## src/rtl/div_seq.sv

```systemverilog
// ---------------------------------------------------------------------------
// div_seq : multi-cycle restoring integer divider for the execute stage.
//
// Accepts a divide request, retires one quotient bit per cycle and returns
// {remainder, quotient} for the hi/lo write path (hi = remainder,
// lo = quotient). Signed mode divides magnitudes and sign-corrects the
// result: the quotient truncates toward zero and the remainder takes the
// dividend's sign. Divide by zero completes in one cycle with a zero result.
//
// Ports
//   clk            : clock, rising edge
//   rst            : asynchronous active-high reset
//   start_in       : divide request, held until ready_out is seen
//   signed_in      : 1 = signed divide, 0 = unsigned; sampled with start
//   dividend_in    : dividend, sampled when a start is accepted
//   divisor_in     : divisor, sampled when a start is accepted
//   annul_in       : flush; blocks acceptance and aborts a running divide
//   result_out     : {remainder, quotient}, registered, holds until reloaded
//   ready_out      : one-cycle result-valid pulse (registered)
//   stall_req_out  : combinational pipeline stall request
// ---------------------------------------------------------------------------
module div_seq #(
    parameter int DATA_WIDTH = 32,
    parameter int CNT_WIDTH  = 6
) (
    input  logic                      clk,
    input  logic                      rst,
    input  logic                      start_in,
    input  logic                      signed_in,
    input  logic [DATA_WIDTH-1:0]     dividend_in,
    input  logic [DATA_WIDTH-1:0]     divisor_in,
    input  logic                      annul_in,
    output logic [2*DATA_WIDTH-1:0]   result_out,
    output logic                      ready_out,
    output logic                      stall_req_out
);

    localparam int W = DATA_WIDTH;

    typedef enum logic [1:0] {
        IDLE = 2'd0,
        BUSY = 2'd1,
        DONE = 2'd2
    } state_t;

    state_t                state_reg, state_next;

    logic [CNT_WIDTH-1:0]  cnt_reg;
    logic [W:0]            rem_reg;      // partial remainder
    logic [W-1:0]          dvd_reg;      // dividend shifts out, quotient shifts in
    logic [W-1:0]          dsr_reg;      // divisor magnitude
    logic                  sign_a_reg;
    logic                  sign_b_reg;
    logic                  signed_reg;
    logic [2*W-1:0]        result_reg;
    logic                  ready_reg;

    // FSM-issued datapath controls
    logic                  start_div;
    logic                  zero_div;
    logic                  do_step;
    logic                  finish;

    // ---------------------------------------------------------------
    // Operand magnitudes at acceptance
    // ---------------------------------------------------------------
    logic                  a_neg, b_neg;
    logic [W-1:0]          a_mag, b_mag;

    assign a_neg = signed_in & dividend_in[W-1];
    assign b_neg = signed_in & divisor_in[W-1];
    assign a_mag = a_neg ? -dividend_in : dividend_in;
    assign b_mag = b_neg ? -divisor_in  : divisor_in;

    // ---------------------------------------------------------------
    // One restoring step. The remainder is always below the divisor, so
    // rem_reg[W] stays 0; carrying it keeps the trial one uniform width
    // with a spare sign bit on top.
    // ---------------------------------------------------------------
    logic [W+1:0]          wide;
    logic [W+1:0]          trial;
    logic                  trial_ok;
    logic [W:0]            rem_step;
    logic [W-1:0]          quo_step;

    assign wide     = {rem_reg, dvd_reg[W-1]};
    assign trial    = wide - {2'b00, dsr_reg};
    assign trial_ok = ~trial[W+1];
    assign rem_step = trial_ok ? trial[W:0] : wide[W:0];
    assign quo_step = {dvd_reg[W-2:0], trial_ok};

    // Sign correction applied to the final step's values
    logic                  neg_q, neg_r;
    logic [W-1:0]          quo_fix, rem_fix;

    assign neg_q   = signed_reg & (sign_a_reg ^ sign_b_reg);
    assign neg_r   = signed_reg & sign_a_reg;
    assign quo_fix = neg_q ? -quo_step : quo_step;
    assign rem_fix = neg_r ? -rem_step[W-1:0] : rem_step[W-1:0];

    logic                  last_step;
    assign last_step = (cnt_reg == CNT_WIDTH'(W - 1));

    // ---------------------------------------------------------------
    // FSM
    // ---------------------------------------------------------------
    always_ff @(posedge clk or posedge rst) begin
        if (rst) begin
            state_reg <= IDLE;
        end else begin
            state_reg <= state_next;
        end
    end

    always_comb begin
        state_next    = state_reg;
        stall_req_out = 1'b0;
        start_div     = 1'b0;
        zero_div      = 1'b0;
        do_step       = 1'b0;
        finish        = 1'b0;
        case (state_reg)
            IDLE: begin
                if (start_in && !annul_in) begin
                    stall_req_out = 1'b1;
                    if (divisor_in == '0) begin
                        zero_div   = 1'b1;
                        state_next = DONE;
                    end else begin
                        start_div  = 1'b1;
                        state_next = BUSY;
                    end
                end
            end
            BUSY: begin
                stall_req_out = 1'b1;
                if (annul_in) begin
                    state_next = IDLE;
                end else begin
                    do_step = 1'b1;
                    if (last_step) begin
                        finish     = 1'b1;
                        state_next = DONE;
                    end
                end
            end
            DONE: begin
                state_next = IDLE;
            end
            default: begin
                state_next = IDLE;
            end
        endcase
    end

    // ---------------------------------------------------------------
    // Datapath
    // ---------------------------------------------------------------
    always_ff @(posedge clk or posedge rst) begin
        if (rst) begin
            cnt_reg    <= '0;
            rem_reg    <= '0;
            dvd_reg    <= '0;
            dsr_reg    <= '0;
            sign_a_reg <= 1'b0;
            sign_b_reg <= 1'b0;
            signed_reg <= 1'b0;
            result_reg <= '0;
            ready_reg  <= 1'b0;
        end else begin
            // ready is registered from the next-state decode so the pulse
            // lines up with DONE without decoding the state bits downstream
            ready_reg <= (state_next == DONE);
            if (start_div) begin
                cnt_reg    <= '0;
                rem_reg    <= '0;
                dvd_reg    <= a_mag;
                dsr_reg    <= b_mag;
                sign_a_reg <= dividend_in[W-1];
                sign_b_reg <= divisor_in[W-1];
                signed_reg <= signed_in;
            end
            if (zero_div) begin
                result_reg <= '0;
            end
            if (do_step) begin
                rem_reg <= rem_step;
                dvd_reg <= quo_step;
                cnt_reg <= cnt_reg + CNT_WIDTH'(1);
            end
            if (finish) begin
                result_reg <= {rem_fix, quo_fix};
            end
        end
    end

    assign result_out = result_reg;
    assign ready_out  = ready_reg;

endmodule

```

## config.mk

```make
export PLATFORM = sky130hd
export DESIGN_NAME = div_seq
export DESIGN_NICKNAME = d
export VERILOG_FILES = /design/src/rtl/div_seq.sv
export SDC_FILE = /design/constraint.sdc
export NUM_CORES = 1
export LEC_CHECK = 0
export ABC_AREA = 1
export CORE_ASPECT_RATIO = 1.5
export CORE_MARGIN = 4
export CORE_UTILIZATION = 53
export DETAILED_ROUTE_END_ITERATION = 10
export PLACE_DENSITY = 0.76
export REMOVE_ABC_BUFFERS = 1
export SLEW_MARGIN = 20
export SYNTH_ARGS = -nofsm -noshare
export SYNTH_HDL_FRONTEND = slang
export SYNTH_SLANG_ARGS = --single-unit
```

## constraint.sdc

```tcl
create_clock -name clk -period 5.83 [get_ports clk]
set_input_delay 1.166 -clock clk [delete_from_list [all_inputs] [get_ports clk]]
set_output_delay 1.166 -clock clk [all_outputs]
set_load 0.02 [all_outputs]
```

# After elaboration in Yosys (flattened, before gate mapping)
# Cells that the tools add are included.
# totals
regBits	173
word_cells	62
# op_classes
mux	31
reduce_logical	6
add_sub_neg	6
n_bitwise	6
eq_ne	3
# ops
operator	n
32-bit two-way mux	6
64-bit two-way mux	2
32-bit negator	4
33-bit two-way mux	3
34-bit by 32-bit subtractor with 34-bit output	1
32-bit logical NOT	1
1-bit two-way mux	12
6-bit two-way mux	2
2-bit two-way mux	4
6-bit by 1-bit adder with 6-bit output, second input constant	1
6-bit by 5-bit equality test with 1-bit output, second input constant	1
1-bit bitwise AND	4
2-bit case mux with 2 select lines	1
2-bit nonzero test	2
2-bit by 1-bit equality test with 1-bit output, second input constant	1
2-bit equality test, second input constant	1
2-bit logical NOT	1
1-bit case mux with 2 select lines	1
1-bit logical AND	1
1-bit logical NOT	1
1-bit NOT	1
1-bit XOR	1

# Depth between registers and ports, before layout
# logic_depth
word_depth	6
mapped_depth	29
depth_no_buf	27

# Least setup slack after synthesis
# No wires, ideal clock.
# synth_path
path_kind	register -> register
from	reg rem_reg[6]
to	reg result_reg[28] (netlist: result_out[28])
arrival_time_ns	3.472
path_slack_ns	2.275
n_path_buf	2
setup_ns	0.083
stages_incl_launch_ff	26
path_cell_list	dfrtp_1 ha_1 nand2_2 inv_2 a21oi_2 nand3_2 nand2_1 nand2_2 nand2_4 nand3_2 nand2_4 buf_6 buf_6 ha_1 nand4_1 inv_1 nand4_1 nor4_1 nand4_1 nor4_1 nand2_1 nand2_1 o21ai_0 nand2_1 nand2_1 o21ai_0
# synth_between
elab_chain_cells	5
# synth_rtl
element	line_no	rtl
start, declared	49	logic [W:0] rem_reg;
start signal, assigned	187	rem_reg <= rem_step;
34-bit by 32-bit subtractor with 34-bit output	87	assign trial = wide - {2'b00, dsr_reg};
1-bit NOT	88	assign trial_ok = ~trial[W+1];
32-bit negator	98	assign quo_fix = neg_q ? -quo_step : quo_step;
32-bit two-way mux	98	
64-bit two-way mux	191	if (finish) begin
end signal, assigned	192	result_reg <= {rem_fix, quo_fix};
end, declared	55	logic [2*W-1:0] result_reg;
# No other way between the ends.
# A chain may end at the register's enable or synchronous reset.

# Worst setup path in the final report
# layout_path
from	reg rem_reg[9]
to	reg result_reg[28] (netlist: result_out[28])
# The elaborated chain is that of the path after synthesis.

==> impl_metrics.env <==
export IMPL_run_status="completed"
export IMPL_crit_family="simple AND/OR/NAND/NOR gates"
export IMPL_grt_pass1_wl_mm=67.4
export IMPL_hold_slack_ns=0.477
export IMPL_dieArea_sq_mm=0.0282
export IMPL_path_class="reg -> reg"
export IMPL_finClkSkew_ns=0.0114
export IMPL_cts_tree="yes"
export IMPL_postCtsHoldBufs=0
export IMPL_tns_ns=0
export IMPL_async_flop_share=1.00
export IMPL_setup_violations=0
export IMPL_clkSlewWorstSetupHoldPaths_ns=0.07
export IMPL_final_cell_mix="683 x nand2_1, 274 x inv_1, 173 x dfrtp_1"
export IMPL_path_buf_inv=3
export IMPL_ys_types=51
export IMPL_ys_ff_latch=173
export IMPL_slew_viol_final=0
export IMPL_grt_pass1_vias=13300
export IMPL_cp_slowest_cell="nor4_1"
export IMPL_largest_reg_flops=64
export IMPL_place_ws_ns=1.43
export IMPL_vias_per_cell=5.49
export IMPL_synth_seq_area_share=0.320
export IMPL_track_usage=0.299
export IMPL_drc=0
export IMPL_synth_top_area_frac=0.320
export IMPL_firstDrtPassIters=6
export IMPL_routed_wl_mm=42.3
export IMPL_synth_edf_count=0
export IMPL_yosys_area_top_type="dfrtp_1"
export IMPL_numCtsBuffers=17
export IMPL_fin_crit_ns=4.57
export IMPL_start_kind="register"
export IMPL_syn_area_sq_mm=0.0135
export IMPL_cp_common_cell="nand2_1"
export IMPL_synthTopCellsByArea="dfrtp_1 32%, nand2_1 19%, inv_1 7.6%"
export IMPL_start_util=0.537
export IMPL_worst_pin_slew_ns=1.03
export IMPL_finalNetCount=2262
export IMPL_routabilityCongestion=1.02
export IMPL_numPortBuffers=134
export IMPL_ios=135
export IMPL_hpwl_mm=32.0
export IMPL_power_density_mw_per_mm2=556
export IMPL_min_path_type="reg -> reg"
export IMPL_antenna_found_initial=0
export IMPL_netlist_instances=2055
export IMPL_syn2layout_area_growth_pct=15.5
export IMPL_avgRoutedWirePerCell_um=17.0
export IMPL_cap_violations=0
export IMPL_hold_viol_final=0
export IMPL_rsz0062_at_grt="no"
export IMPL_root_buffer="clkbuf_16"
export IMPL_drtIter0Drc=1061
export IMPL_setup_slack_ns=1.26
export IMPL_row_count=71
export IMPL_ctsLongestPathBuffers=2
export IMPL_grt_max_degree=174
export IMPL_crit_arrival_ns=4.94
export IMPL_crit_required_ns=6.20
export IMPL_synth_flop_cell="dfrtp_1"
export IMPL_final_common_cell="nand2_1"
export IMPL_antennaDiodeCount=0
export IMPL_fmax_mhz=219
export IMPL_relSlewSlack=0.311
export IMPL_clkLatencyLatePin_ns=0.45
export IMPL_cts_sinks=173
export IMPL_ctsHtreeMaxLevel=4
export IMPL_yosysWarningCount=0
export IMPL_cts_resized=0
export IMPL_coreArea_sq_mm=0.0251
export IMPL_avgSynthCellArea_sq_um=6.58
export IMPL_worstSetupEndpointType="register"
export IMPL_peakVddDrop_mv=0.325
export IMPL_via_count=13700
export IMPL_die_h_um=204
export IMPL_min_period_over_period=0.784
export IMPL_die_w_um=138
export IMPL_crit_fanout=22
export IMPL_post_cts_buffers=0
export IMPL_critPathMaxStageDelay_ns=0.48
export IMPL_ant_nets=0
export IMPL_gr_total_overflow=0
export IMPL_leakagePower_nw=7.94
export IMPL_drive_above_1_share=0.0696
## cell type report
cell class | instances | area [sq um]
clock inverters | 12 | 131
fillers | 2353 | 9530
flip-flops and latches | 173 | 4330
clock buffers | 20 | 467
multi-input cells | 1529 | 7740
repair buffers | 146 | 1440
inverters | 288 | 1090
well taps | 328 | 410
## power breakdown
group	total (mW)	leakage (nW)	switching, mW	internal (mW)
registers	1.64	2.28	0.222	1.41
clock network	1.20	0.297	0.528	0.669
logic	5.84	5.36	4.10	1.74
total	8.67	7.94	4.85	3.82
## cells in the mapped netlist, types with 5 or more instances
cell	n
nor3_1	22
clkbuf_1	43
a32o_1	8
nand3_2	13
o21ai_1	15
a21oi_1	50
nor2_4	5
ha_1	37
nand2_1	683
o22ai_1	34
o21bai_1	6
dfrtp_1	173
o221ai_1	26
nand2_2	40
nand4_1	20
nor2_2	13
nand3b_1	15
or2_2	9
nor4_1	5
buf_6	11
buf_2	5
nand3_1	142
inv_1	275
inv_2	10
o21ai_0	109
nor2_1	171
xnor2_1	18
xor2_1	52
## cells by family after synthesis
group,after synthesis,synth area share
adder cells (fa/ha/maj),38,0.0357
AND/OR/NAND/NOR,1156,0.375
AO/OA/AOI/OAI,265,0.117
buffers and inverters,353,0.107
XOR/XNOR,70,0.0454
flip-flops,173,0.320
## per-stage QoR
step / cell area (sq um) / instances / util / power [mW]
finish: 15600 / 2496 / 0.621 / 8.67
global route: 15600 / 2496 / 0.621 / 9.41
CTS: 15600 / 2496 / 0.621 / 8.61
detailed placement: 15000 / 2464 / 0.597 / 7.39
global placement: 15000 / 2464 / 0.597 / 7.33
floorplan: 13100 / 1990 / - / 5.75
## worst register-to-register path: cells and delay by family (launching register included)
family / cells / cell delay (ns)
and+or+nand+nor: 19 / 2.74
adders and majority gates: 2 / 0.59
buffers and inverters: 3 / 0.40
AOI/OAI and AO/OA: 2 / 0.29
DFF: 1 / 0.46
## metal layers
metal  vias to the layer above  share of wire  global-route usage
met5                         -              0                   0
met4                         0          0.081               0.219
met3                       164          0.048              0.0357
met2                       497           0.51               0.536
met1                      6300           0.36               0.323
li1                       6751              -                   -
## worst paths after layout
| check | startpoint | to | slack (ns) | depth (start not counted) |
|---|---|---|---|---|
| max | rem_reg[9]$_DFFE_PP0P_ | result_out[28]$_DFFE_PP0P_ | 1.26 | 26 |
| min | result_out[57]$_DFFE_PP0P_ | result_out[57]$_DFFE_PP0P_ | 0.48 | 2 |
| max reg2reg | rem_reg[9]$_DFFE_PP0P_ | result_out[28]$_DFFE_PP0P_ | 1.26 | 26 |
| min reg2reg | result_out[57]$_DFFE_PP0P_ | result_out[57]$_DFFE_PP0P_ | 0.48 | 2 |
| max in group asynchronous | rst | cnt_reg[2]$_DFFE_PP0P_ | 3.70 | 3 |
| min in group asynchronous | rst | result_out[35]$_DFFE_PP0P_ | 1.36 | 3 |
(Power assumes the default switching activity.)
